$ cat config.mk
export PLATFORM = sky130hd
export DESIGN_NAME = dz_countdown_matrix_flat
export DESIGN_NICKNAME = d
export VERILOG_FILES = /design/src/rtl/dz_countdown_matrix_pkg.sv /design/src/rtl/dz_countdown_matrix_if.sv /design/src/rtl/dz_glyph_rom.sv /design/src/rtl/dz_countdown_matrix.sv /design/src/flat_wrapper.sv
export SDC_FILE = /design/constraint.sdc
export NUM_CORES = 1
export LEC_CHECK = 0
export CAP_MARGIN = 40
export CORE_UTILIZATION = 51
export DETAILED_ROUTE_END_ITERATION = 10
export HOLD_SLACK_MARGIN = 0.02
export PLACE_DENSITY = 0.71
export SKIP_CTS_REPAIR_TIMING = 1
export SLEW_MARGIN = 20
export SYNTH_ARGS = -nofsm -noshare
export SYNTH_HDL_FRONTEND = slang
export SYNTH_HIERARCHICAL = 1
export SYNTH_SLANG_ARGS = --single-unit
$ cat constraint.sdc
create_clock -name clk -period 2.5 [get_ports clk]
set_input_delay 0.5 -clock clk [delete_from_list [all_inputs] [get_ports clk]]
set_output_delay 0.5 -clock clk [all_outputs]
set_load 0.03 [all_outputs]
$ cat src/rtl/dz_countdown_matrix_pkg.sv
// Shared types and constants for the countdown matrix timer.
// Digit glyphs live in dz_glyph_rom; this package holds the control-side definitions.
package dz_countdown_matrix_pkg;

  typedef enum logic [1:0] {
    StIdle   = 2'd0,
    StRun    = 2'd1,
    StPaused = 2'd2,
    StDone   = 2'd3
  } state_e;

  localparam int unsigned Rows     = 8;
  localparam logic [3:0]  MaxDigit = 4'd9;

  function automatic logic [3:0] clamp_digit(input logic [3:0] d);
    return (d > MaxDigit) ? MaxDigit : d;
  endfunction

endpackage

$ cat src/rtl/dz_countdown_matrix_if.sv
// Control inputs and matrix/status outputs of the countdown timer.
// The controller side uses the master modport; the timer uses the slave modport.
interface dz_countdown_matrix_if;
  logic       start;
  logic       pause;
  logic       load;
  logic [3:0] load_val;
  logic [7:0] row;
  logic [7:0] colr;
  logic [7:0] colg;
  logic [3:0] value;
  logic       done;

  modport master (
    output start, pause, load, load_val,
    input  row, colr, colg, value, done
  );

  modport slave (
    input  start, pause, load, load_val,
    output row, colr, colg, value, done
  );
endinterface

$ cat src/rtl/dz_glyph_rom.sv
// 8x8 digit font: one byte per matrix row, row 0 at the top, bit 7 at the left.
// Digits above 9 render blank.
module dz_glyph_rom (
  input  logic [3:0] digit_i,
  input  logic [2:0] idx_i,
  output logic [7:0] pattern_o
);
  logic [63:0] glyph;
  logic [63:0] glyph_sh;

  always_comb begin
    glyph = 64'h0;
    case (digit_i)
      4'd0:    glyph = 64'h3C66_6666_6666_663C;
      4'd1:    glyph = 64'h1838_1818_1818_183C;
      4'd2:    glyph = 64'h3C66_060C_1830_607E;
      4'd3:    glyph = 64'h3C66_061C_0606_663C;
      4'd4:    glyph = 64'h0C1C_3C6C_7E0C_0C0C;
      4'd5:    glyph = 64'h7E60_607C_0606_663C;
      4'd6:    glyph = 64'h3C66_607C_6666_663C;
      4'd7:    glyph = 64'h7E06_0C18_3030_3030;
      4'd8:    glyph = 64'h3C66_663C_6666_663C;
      4'd9:    glyph = 64'h3C66_663E_0606_663C;
      default: glyph = 64'h0;
    endcase
  end

  // Shift the selected row into the top byte.
  assign glyph_sh  = glyph << {idx_i, 3'b000};
  assign pattern_o = glyph_sh[63:56];
endmodule

$ cat src/rtl/dz_countdown_matrix.sv
// 0-9 countdown timer with start/pause/load control, driving a scanned 8x8 bicolour matrix.
// Row select and column data are registered together from the same scan index.
module dz_countdown_matrix
  import dz_countdown_matrix_pkg::*;
#(
  parameter int unsigned TICK_DIV  = 1000,
  parameter int unsigned SCAN_DIV  = 1,
  parameter int unsigned START_VAL = 5,
  parameter int unsigned WARN_VAL  = 2
) (
  input logic                  clk,
  input logic                  rst,
  dz_countdown_matrix_if.slave bus
);
  localparam int unsigned      PresW    = $clog2(TICK_DIV);
  localparam int unsigned      ScanW    = (SCAN_DIV > 1) ? $clog2(SCAN_DIV) : 1;
  localparam int unsigned      IdxW     = $clog2(Rows);
  localparam logic [PresW-1:0] PresMax  = PresW'(TICK_DIV - 1);
  localparam logic [ScanW-1:0] ScanMax  = ScanW'(SCAN_DIV - 1);
  localparam logic [3:0]       StartVal = 4'(START_VAL);
  localparam logic [3:0]       WarnVal  = 4'(WARN_VAL);

  state_e           state_q, state_d;
  logic [3:0]       value_q, value_d;
  logic [PresW-1:0] presc_q, presc_d;
  logic             blink_q, blink_d;
  logic [ScanW-1:0] scan_q, scan_d;
  logic [IdxW-1:0]  idx_q, idx_d;
  logic [7:0]       row_q, row_d;
  logic [7:0]       colr_q, colr_d;
  logic [7:0]       colg_q, colg_d;

  logic             tick;
  logic [PresW-1:0] presc_step;
  logic [7:0]       pattern;
  logic             warn;

  assign tick       = (presc_q == PresMax);
  assign presc_step = tick ? '0 : presc_q + PresW'(1);

  // Load beats everything; within a state start/pause are resolved per state.
  always_comb begin
    state_d = state_q;
    value_d = value_q;
    presc_d = presc_q;
    blink_d = blink_q;
    if (bus.load) begin
      state_d = StIdle;
      value_d = clamp_digit(bus.load_val);
      presc_d = '0;
      blink_d = 1'b0;
    end else begin
      unique case (state_q)
        StIdle: begin
          if (bus.start) begin
            presc_d = '0;
            state_d = (value_q == 4'd0) ? StDone : StRun;
          end
        end
        StRun: begin
          if (bus.pause) begin
            state_d = StPaused;
          end else begin
            presc_d = presc_step;
            if (tick) begin
              if (value_q <= 4'd1) begin
                value_d = 4'd0;
                state_d = StDone;
              end else begin
                value_d = value_q - 4'd1;
              end
            end
          end
        end
        StPaused: begin
          // Prescaler is left untouched so the partial tick survives the pause.
          if (bus.start) state_d = StRun;
        end
        StDone: begin
          if (bus.start) begin
            state_d = StRun;
            value_d = StartVal;
            presc_d = '0;
            blink_d = 1'b0;
          end else begin
            presc_d = presc_step;
            if (tick) blink_d = ~blink_q;
          end
        end
        default: state_d = StIdle;
      endcase
    end
  end

  always_comb begin
    scan_d = (scan_q == ScanMax) ? '0 : scan_q + ScanW'(1);
    idx_d  = (scan_q == ScanMax) ? idx_q + IdxW'(1) : idx_q;
  end

  dz_glyph_rom u_glyph_rom (
    .digit_i   (value_q),
    .idx_i     (idx_q),
    .pattern_o (pattern)
  );

  assign warn = (value_q != 4'd0) && (value_q <= WarnVal);

  always_comb begin
    row_d  = ~(8'h01 << idx_q);
    colr_d = '0;
    colg_d = '0;
    if (state_q == StDone) begin
      colr_d = blink_q ? 8'h00 : pattern;
    end else if (warn) begin
      colr_d = pattern;
    end else begin
      colg_d = pattern;
    end
  end

  always_ff @(posedge clk or posedge rst) begin
    if (rst) begin
      state_q <= StIdle;
      value_q <= StartVal;
      presc_q <= '0;
      blink_q <= 1'b0;
      scan_q  <= '0;
      idx_q   <= '0;
      row_q   <= 8'hFF;
      colr_q  <= 8'h00;
      colg_q  <= 8'h00;
    end else begin
      state_q <= state_d;
      value_q <= value_d;
      presc_q <= presc_d;
      blink_q <= blink_d;
      scan_q  <= scan_d;
      idx_q   <= idx_d;
      row_q   <= row_d;
      colr_q  <= colr_d;
      colg_q  <= colg_d;
    end
  end

  assign bus.row   = row_q;
  assign bus.colr  = colr_q;
  assign bus.colg  = colg_q;
  assign bus.value = value_q;
  assign bus.done  = (state_q == StDone);
endmodule
$ cat src/flat_wrapper.sv
// flat-port wrapper written by rule: the top's interface ports become plain ports
module dz_countdown_matrix_flat import dz_countdown_matrix_pkg::*;
#(
  parameter int unsigned TICK_DIV  = 1000,
  parameter int unsigned SCAN_DIV  = 1,
  parameter int unsigned START_VAL = 5,
  parameter int unsigned WARN_VAL  = 2
)
  (clk, rst, bus_start, bus_pause, bus_load, bus_load_val, bus_row, bus_colr, bus_colg, bus_value, bus_done);
  dz_countdown_matrix_if bus_i ();
  input logic clk;
  input logic rst;
  input wire logic [$bits(bus_i.start)-1:0] bus_start;
  input wire logic [$bits(bus_i.pause)-1:0] bus_pause;
  input wire logic [$bits(bus_i.load)-1:0] bus_load;
  input wire logic [$bits(bus_i.load_val)-1:0] bus_load_val;
  output wire logic [$bits(bus_i.row)-1:0] bus_row;
  output wire logic [$bits(bus_i.colr)-1:0] bus_colr;
  output wire logic [$bits(bus_i.colg)-1:0] bus_colg;
  output wire logic [$bits(bus_i.value)-1:0] bus_value;
  output wire logic [$bits(bus_i.done)-1:0] bus_done;
  assign bus_i.start = bus_start;
  assign bus_i.pause = bus_pause;
  assign bus_i.load = bus_load;
  assign bus_i.load_val = bus_load_val;
  assign bus_row = bus_i.row;
  assign bus_colr = bus_i.colr;
  assign bus_colg = bus_i.colg;
  assign bus_value = bus_i.value;
  assign bus_done = bus_i.done;
  dz_countdown_matrix #(.TICK_DIV(TICK_DIV), .SCAN_DIV(SCAN_DIV), .START_VAL(START_VAL), .WARN_VAL(WARN_VAL)) u_core (.clk(clk), .rst(rst), .bus(bus_i));
endmodule
==> results.toml, run 1 <==
[yosys]
async_reset_ff_share_pct = 100
synth_common_cells = "34 x dfrtp_1, 31 x nand2_1, 23 x inv_1, 16 x and2_1"
yosysWarnings = 6
synth_edf_count = 0
synth_area_per_cell_sq_um = 9.16
synth_area_leaders = "dfrtp_1 27%, dfstp_2 8.5%, ha_1 6.0%"
yosys_register_bits = 44
syn_area_sq_um = 3110
synthFlopType = "dfrtp_1"
synthCells = 339
synth_most_common_cell = "dfrtp_1"
yosysSeqAreaShare_pct = 35.8
synth_largest_area_cell = "dfrtp_1"
synth_top_cell_area_share_pct = 27.4
synth_cell_types = 73

[worst_setup_path]
reg2reg_slack_ps = 240
arrival_ps = 1850
crit_family = "flip-flops"
crit_buf_inv = 1
crit_type = "reg -> out"
critPathLaunch = "u_core/bus.value[2]$_DFFE_PP1P_"
cpPeakStageDelay_ps = 790
required_ps = 2000
path_cells = "clkdlybuf4s50_1"
r2r-start = "u_core/bus.value[0]$_DFFE_PP1P_"
worst-path-max-fanout = 21
cp-end-kind = "output pin"
crit_path_top_delay_cell = "dfstp_2"
critPathLaunchType = "flop"

[clock_tree]
cts-root-buf = "clkbuf_8"
clkSinkCount = 44
clockBufferDepth = 2
h-tree-depth = 2
path_clk_slew_ps = 90
worstSkewPairLatency_ps = 310
cts_tree = "built"
cts_buffers = 5

[finish]
antenna_cells = 0
nets = 398
fillCellCount = 531
finalNonFillerCells = 450
drive_gt1_share_pct = 13.3
syn_to_final_growth_pct = 16.6

[outcome]
status = "finished clean"

[flow_run]
max_cap_viol_count = 0

[placement]
preCtsSetupSlack_ps = 212
dp_cells = 442
portBuffers = 37
place_congestion = 0.919
dp_hpwl_um = 4820

[timing]
finClkSkew_ps = 10.3
relSlewSlack_pct = 57.7
fin_crit_ps = 2350
finalSetupViolations = 0
worst_slack_ps = 147
timing.fmax_mhz = 425
rsz0062_at_grt = "false"
worst_slew_pin_slew_ps = 632
period_share_pct = 94.1
hold_ws_ps = 586
hold_viol = 0
drv_slew = 0
tns_ps = 0

[global_routing]
grt_pass1_wl_um = 11500
grt_max_degree = 45
overflow = 0
gr-usage-all-layers_pct = 23.2
antenna_found_initial = 0
first_global_vias = 2429

[route]
wl_per_cell_um = 15.3
viasPerCell = 5.92
postRouteWirelength_um = 6870
drc = 0
num_vias = 2665
drt-initial-drc-count = 359
dr.pass1.iters = 5
ant_nets = 0

[die]
core_area_sq_um = 5890
fp.dieH_um = 80.1
die_area_sq_um = 6410
start_util_pct = 52.8
placementRows = 28
die_w_um = 80.1
ios = 38

[min_path]
hp-start = "u_core/presc_q[9]$_DFFE_PP0P_"
hp-class = "reg -> reg"

[power]
powerDensity_nw_per_um2 = 524
vdd_drop_max_v = 0.000280
power.total_mw = 1.90
p_leak_nw = 1.57
[layer usage]
metal	wire [um]	global-route usage [%]	vias up
met5	0	0	-
met1	3080	29.0	1275
met4	106	7.14	0
met2	3360	40.1	82
li1	-	-	1296
met3	326	4.66	12
[layout by cell type (no fill, tap or decap), types with 12 or more instances in the layout]
master,Yosys,final
ha_1,15,15
nor2b_1,13,13
a21oi_1,14,14
nor2_1,12,12
inv_1,23,23
buf_4,6,16
clkdlybuf4s50_1,0,36
and2_1,16,16
o21ai_0,15,15
nand2_1,31,31
dfrtp_1,34,34
[sequential cells by signal, indices dropped and copies added (netlist names)]
register and cells:
u_core/bus.colr 8, u_core/state_q 2, u_core/bus.value 4, u_core/blink_q 1
u_core/bus.row 8, u_core/bus.colg 8, u_core/idx_q 3, u_core/presc_q 10
[worst min-delay path, cell delays in order (launching register included)]
cell and delay (ps):
dfrtp_1 430, nand2_1 60, o21ai_0 60
[report_power, final]
group	internal, mW	switching (mW)	total, mW
Sequential	0.760	0.0463	0.807
Clock	0.224	0.264	0.488
Combinational	0.260	0.342	0.603
[through the flow]
step           util, %  instance area (sq um)
6_report          61.5                   3620
5_1_grt           61.5                   3620
4_1_cts           61.5                   3620
3_5_place_dp      59.8                   3520
3_3_place_gp      59.8                   3520
2_1_floorplan        -                   3110
[cell families after synthesis]
logic type | synth area share, %
AOI/OAI and AO/OA | 22.3
xor gates and xnor gates | 0.846
adders and majority gates | 6.04
buffers and inverters | 8.46
DFF | 35.8
muxes | 3.10
other | 0.121
and+or+nand+nor | 23.3
[worst paths after layout]
path / to / depth (start not counted)
min: u_core/presc_q[9]$_DFFE_PP0P_ / 2
max: bus_value[2] / 1
min reg2reg: u_core/presc_q[9]$_DFFE_PP0P_ / 2
max reg2reg: u_core/bus.colg[6]$_DFF_PP0_ / 7
max in group asynchronous: u_core/bus.row[6]$_DFF_PP1_ / 3
min in group asynchronous: u_core/bus.colg[3]$_DFF_PP0_ / 3
[area by class of cell]
| class | instances | area (sq um) | area share, % |
|---|---|---|---|
| Multi-Input combinational cell | 246 | 1730 | 47.9 |
| Inverter | 24 | 90.1 | 2.49 |
| Sequential cell | 44 | 1110 | 30.7 |
| Clock inverter | 2 | 15.0 | 0.415 |
| Timing Repair Buffer | 53 | 493 | 13.6 |
| Tap cell | 75 | 93.8 | 2.59 |
| Clock buffer | 6 | 82.6 | 2.28 |
Note: power is estimated with default switching activity, not from simulation.
==> run 2, diff against run 1 <==
Settings changed: PLACE_DENSITY 0.71 to 0.73, SYNTH_HIERARCHICAL 1 to not set.
==> run 2 against run 1 <==
Effect of this change:
- synthesized cell count decreased by 13%
- routed wire length fell by 13%
- die area shrank 15%
- first-iteration DRC count fell by 52%
- final cell count decreased by 13%
- clock skew shrank 4.9 ps
- combinational power rose by 38%
==> results.toml, run 2 <==
[outcome]
status = "finished clean"

[timing]
relSlewSlack_pct = 53.2
worst_slack_ps = 67.9
rsz0062_at_grt = "false"
period_share_pct = 97.3
fin_crit_ps = 2430
hold_viol = 0
worst_slew_pin_slew_ps = 700
drv_slew = 0
timing.fmax_mhz = 411
tns_ps = 0
finalSetupViolations = 0
finClkSkew_ps = 5.46

[worst_setup_path]
worst-path-max-fanout = 29
r2r-start = "u_core.bus.value[0]$_DFFE_PP1P_"
crit_family = "flip-flops"
required_ps = 2000
reg2reg_slack_ps = 320
r2r-end = "u_core.bus.colr[1]$_DFF_PP0_"
arrival_ps = 1930
crit_buf_inv = 1
r2r_cells = 7
crit_path_top_delay_cell = "dfstp_2"
critPathLaunchType = "flop"
critPathLaunch = "u_core.bus.value[2]$_DFFE_PP1P_"
crit_type = "reg -> out"
cpPeakStageDelay_ps = 860
cp-end-kind = "output pin"
path_cells = "clkdlybuf4s50_1"

[route]
ant_nets = 0
dr.pass1.iters = 4
drt-initial-drc-count = 171
wl_per_cell_um = 15.2
num_vias = 2365
postRouteWirelength_um = 5990
drc = 0
viasPerCell = 6.02

[yosys]
synth_common_cells = "30 x dfrtp_1, 26 x nor2_1, 23 x a21oi_1, 23 x o21ai_0, 21 x nand2_1"
synth_top_cell_area_share_pct = 28.7
synthCells = 294
synth_edf_count = 0
synth_area_per_cell_sq_um = 8.89
synthFlopType = "dfrtp_1"
synth_cell_types = 64
synth_largest_area_cell = "dfrtp_1"
yosys_register_bits = 40
syn_area_sq_um = 2610
yosysSeqAreaShare_pct = 38.8
synth_most_common_cell = "dfrtp_1"
yosysWarnings = 0
synth_area_leaders = "dfrtp_1 29%, dfstp_2 10%, ha_1 7.7%"
async_reset_ff_share_pct = 100

[die]
die_w_um = 73.6
die_area_sq_um = 5420
placementRows = 25
core_area_sq_um = 4820
fp.dieH_um = 73.6
ios = 38
start_util_pct = 54.3

[global_routing]
gr-usage-all-layers_pct = 24.4
overflow = 0
grt_max_degree = 41
first_global_vias = 2104
antenna_found_initial = 0
grt_pass1_wl_um = 10100

[clock_tree]
cts-root-buf = "clkbuf_8"
h-tree-depth = 2
cts_buffers = 5
clkSinkCount = 40
clockBufferDepth = 2
cts_tree = "built"
path_clk_slew_ps = 80
worstSkewPairLatency_ps = 290

[power]
internal_power_mw = 1.35
seqPwrFrac_pct = 36.3
powerDensity_nw_per_um2 = 698
p_leak_nw = 1.32
vdd_drop_max_v = 0.000357
switching_share_pct = 37.5
p_sw_mw = 0.810
p_comb_share_pct = 38.6
power_frac_clock_pct = 25.1

[min_path]
hold_depth = 1
hold_end = "u_core.presc_q[8]$_DFFE_PP0P_"
hp-class = "reg -> reg"
hp-start = "u_core.presc_q[8]$_DFFE_PP0P_"

[finish]
drive_gt1_share_pct = 12.3
layout_commonest_cell = "clkdlybuf4s50_1"
postLayoutCoreUtil_pct = 64.3
largest_reg_flops = 10
top_register = "u_core.presc_q"
finalNonFillerCells = 393
syn_to_final_growth_pct = 18.6
fillCellCount = 425
antenna_cells = 0
nets = 350
layout_common_cells = "33 x clkdlybuf4s50_1, 30 x dfrtp_1, 26 x nor2_1, 23 x o21ai_0, 23 x a21oi_1"

[placement]
portBuffers = 33
preCtsSetupSlack_ps = 244
place_congestion = 0.921
dp_hpwl_um = 4220
dp_cells = 385

[flow_run]
max_cap_viol_count = 0
-- run 2: cell count changes in the layout (fill, tap and decap cells not counted), sizes merged, moves of 8 or more --
cell   previous run  this run
a21oi            14        23
and2             16         0
inv              24        16
nand2            31        21
nor2             12        26
o21ai            17        25
-- run 2: area by class of cell --
class / instances / area (sq um) / share of cell area (%)
Clock buffer: 5 / 68.8 / 2.22
Clock inverter: 3 / 46.3 / 1.49
Inverter: 16 / 60.1 / 1.94
Multi-Input combinational cell: 220 / 1430 / 46.1
Sequential cell: 40 / 1010 / 32.7
Tap cell: 67 / 83.8 / 2.70
Timing Repair Buffer: 42 / 398 / 12.8
-- run 2: kinds of logic (layout without fill, tap and decap cells) --
family / count (synthesis) / count (layout) / share of synthesized area [%]
other: 1 / 4 / 0.143
adder cells (fa/ha/maj): 16 / 16 / 7.66
multiplexers: 3 / 3 / 1.20
AND/OR/NAND/NOR: 96 / 96 / 19.3
buffers and inverters: 37 / 66 / 6.99
AO/OA/AOI/OAI: 101 / 101 / 25.9
flip-flops: 40 / 40 / 38.8
-- run 2: routing by layer --
layer / GRT usage [%] / vias up / share of wire [%]
met1: 33.9 / 1120 / 45
met4: 8.33 / 0 / 2.3
met5: 0 / - / 0
met2: 38.1 / 100 / 47
li1: - / 1132 / -
met3: 4.80 / 13 / 5.9
-- run 2: worst max-delay path by stage --
stage                                    end  slack [ps]  cells past startpoint
2_1_floorplan   u_core.bus.colg[6]$_DFF_PP0_         220                      9
3_3_place_gp   u_core.presc_q[8]$_DFFE_PP0P_         320                      5
3_5_place_dp   u_core.presc_q[8]$_DFFE_PP0P_         240                      5
4_1_cts                         bus_value[2]          70                      1
5_1_grt                             bus_done           8                      3
6_report                        bus_value[2]          70                      1
-- run 2: stage by stage --
| stage | instance area [sq um] | hold slack [ps] | total power, mW |
|---|---|---|---|
| 2_1_floorplan | 2630 | 445 | 1.36 |
| 3_3_place_gp | 2980 | 472 | 1.62 |
| 3_5_place_dp | 2980 | 476 | 1.63 |
| 4_1_cts | 3100 | 493 | 2.16 |
| 5_1_grt | 3100 | 528 | 2.28 |
| 6_report | 3100 | 495 | 2.16 |
-- run 2: power by group through the flow --
| stage | sequential [mW] | combinational (mW) | clock, mW |
|---|---|---|---|
| floorplan | 0.902 | 0.456 | 0 |
| detailed placement | 0.797 | 0.828 | 0 |
| finish | 0.786 | 0.833 | 0.543 |
| global route | 0.794 | 0.906 | 0.578 |
| CTS | 0.785 | 0.829 | 0.550 |
| global placement | 0.797 | 0.824 | 0 |
==> run 3, diff against run 2 <==
Settings changed: SETUP_SLACK_MARGIN set to 0.2.
==> run 3 against run 2 <==
Effect of this change:
- register-to-register slack improved by 70 ps
- global-route usage did not move
- critical path depth rose by 1
- non-clock buffer count did not move
- maximum frequency rose by 11%
- routed wire length is 1.3% higher
- sequential power hardly changed
- first-iteration DRC count increased by 7.0%
- flip-flop and latch count stayed put
- critical path type unchanged
- hold slack improved by 3.3 ps
==> results.toml, run 3 (synthesis results as in run 2) <==
[power]
powerDensity_nw_per_um2 = 698
p_leak_nw = 1.35
vdd_drop_max_v = 0.000303

[worst_setup_path]
crit_type = "reg -> out"
path_cells = "buf_4, clkdlybuf4s50_1"
critPathLaunch = "u_core.bus.value[0]$_DFFE_PP1P_"
arrival_ps = 1680
cp-end-kind = "output pin"
critPathLaunchType = "flop"
setup.worst_path.end = "bus_value[0]"
required_ps = 2000
r2r-end = "u_core.bus.colr[1]$_DFF_PP0_"
cpPeakStageDelay_ps = 680
worst-path-max-fanout = 10
r2r_cells = 7
r2r-start = "u_core.bus.value[0]$_DFFE_PP1P_"
crit_path_top_delay_cell = "clkdlybuf4s50_1"
reg2reg_slack_ps = 390

[die]
start_util_pct = 54.3
die_area_sq_um = 5420
core_area_sq_um = 4820
fp.dieH_um = 73.6
placementRows = 25
ios = 38
die_w_um = 73.6

[global_routing]
first_global_vias = 2104
groute.layer.met3.usage_pct = 4.80
grt_max_degree = 41
overflow = 0
gr-usage-all-layers_pct = 24.4
grt.busiest_layer = "met2"
antenna_found_initial = 0
grt_util_met1_pct = 33.9
grt_pass1_wl_um = 10100
grtUsageMet2_pct = 38.1

[timing]
finClkSkew_ps = 5.04
hold_ws_ps = 498
rsz0062_at_grt = "false"
fin_crit_ps = 2180
drv_slew = 0
finalSetupViolations = 0
worst_slew_pin_slew_ps = 699
timing.fmax_mhz = 458
hold_viol = 0
tns_ps = 0
period_share_pct = 87.3
relSlewSlack_pct = 53.3

[clock_tree]
cts-root-buf = "clkbuf_8"
worstSkewPairLatency_ps = 290
h-tree-depth = 2
cts_tree = "built"
clockBufferDepth = 2
cts_buffers = 5
clkSinkCount = 40
path_clk_slew_ps = 80

[route]
num_vias = 2367
wl_per_cell_um = 15.4
drt-initial-drc-count = 183
ant_nets = 0
drc = 0
dr.pass1.iters = 5
viasPerCell = 6.02
postRouteWirelength_um = 6070

[finish]
antenna_cells = 0
drive_gt1_share_pct = 12.6
layout_common_cells = "31 x clkdlybuf4s50_1, 30 x dfrtp_1, 26 x nor2_1, 23 x o21ai_0, 23 x a21oi_1"
fillCellCount = 425
multi_input_area_sq_um = 1430
seq_area_sq_um = 1020
largest_reg_flops = 10
syn_to_final_growth_pct = 19.0
nets = 350
top_register = "u_core.presc_q"
layout_commonest_cell = "clkdlybuf4s50_1"

[flow_run]
max_cap_viol_count = 0

[outcome]
status = "finished clean"

[placement]
place_congestion = 0.921
dp_hpwl_um = 4220
portBuffers = 33

[min_path]
hp-class = "reg -> reg"
[run 3: cell types whose count changed in the layout (fill, tap and decap cells not counted), sizes merged]
cell | before | now
clkdlybuf4s50 | 33 | 31
dlymetal6s2s | 0 | 2
[run 3: layout make-up]
class / instances / area share, %
clock inverter: 3 / 1.49
clock buffer: 5 / 2.21
timing repair buffer: 42 / 13.0
inverter: 16 / 1.93
sequential: 40 / 32.7
multi-input combinational: 220 / 46.0
tap: 67 / 2.70
[run 3: worst min-delay path by stage]
stage / depth (start not counted) / slack, ps / from / to
global placement: 1 / 470 / u_core.presc_q[8]$_DFFE_PP0P_ / u_core.presc_q[8]$_DFFE_PP0P_
global route: 1 / 530 / u_core.presc_q[8]$_DFFE_PP0P_ / u_core.presc_q[8]$_DFFE_PP0P_
CTS: 1 / 490 / u_core.presc_q[8]$_DFFE_PP0P_ / u_core.presc_q[8]$_DFFE_PP0P_
finish: 1 / 500 / u_core.presc_q[8]$_DFFE_PP0P_ / u_core.presc_q[8]$_DFFE_PP0P_
floorplan: 1 / 440 / u_core.presc_q[8]$_DFFE_PP0P_ / u_core.presc_q[8]$_DFFE_PP0P_
detailed placement: 1 / 480 / u_core.presc_q[8]$_DFFE_PP0P_ / u_core.presc_q[8]$_DFFE_PP0P_
[run 3: power by group]
| group | internal, mW | switching (mW) |
|---|---|---|
| logic | 0.333 | 0.507 |
| clock network | 0.301 | 0.242 |
| registers | 0.724 | 0.0639 |
| total | 1.36 | 0.813 |
[run 3: per-stage QoR]
| step | utilization, % | power, mW | cell area, sq um | setup WS (ps) | cells |
|---|---|---|---|---|---|
| finish | 64.6 | 2.17 | 3110 | 318 | 393 |
| global route | 64.6 | 2.28 | 3110 | 277 | 393 |
| CTS | 64.3 | 2.16 | 3100 | 68.8 | 393 |
| detailed placement | 61.9 | 1.63 | 2980 | 244 | 385 |
| global placement | 61.9 | 1.62 | 2980 | 316 | 385 |
| floorplan | - | 1.36 | 2630 | 222 | 297 |
[run 3: worst max-delay path, delay by kind of cell (launching register included)]
kind	cells	cell delay, ps
buffers and inverters	2	850
DFF	1	530
[run 3: routing by layer]
| layer | part of all wire [%] | up-vias |
|---|---|---|
| li1 | - | 1132 |
| met1 | 44 | 1119 |
| met2 | 47 | 104 |
| met3 | 6.9 | 12 |
| met4 | 2.1 | 0 |
| met5 | 0 | - |
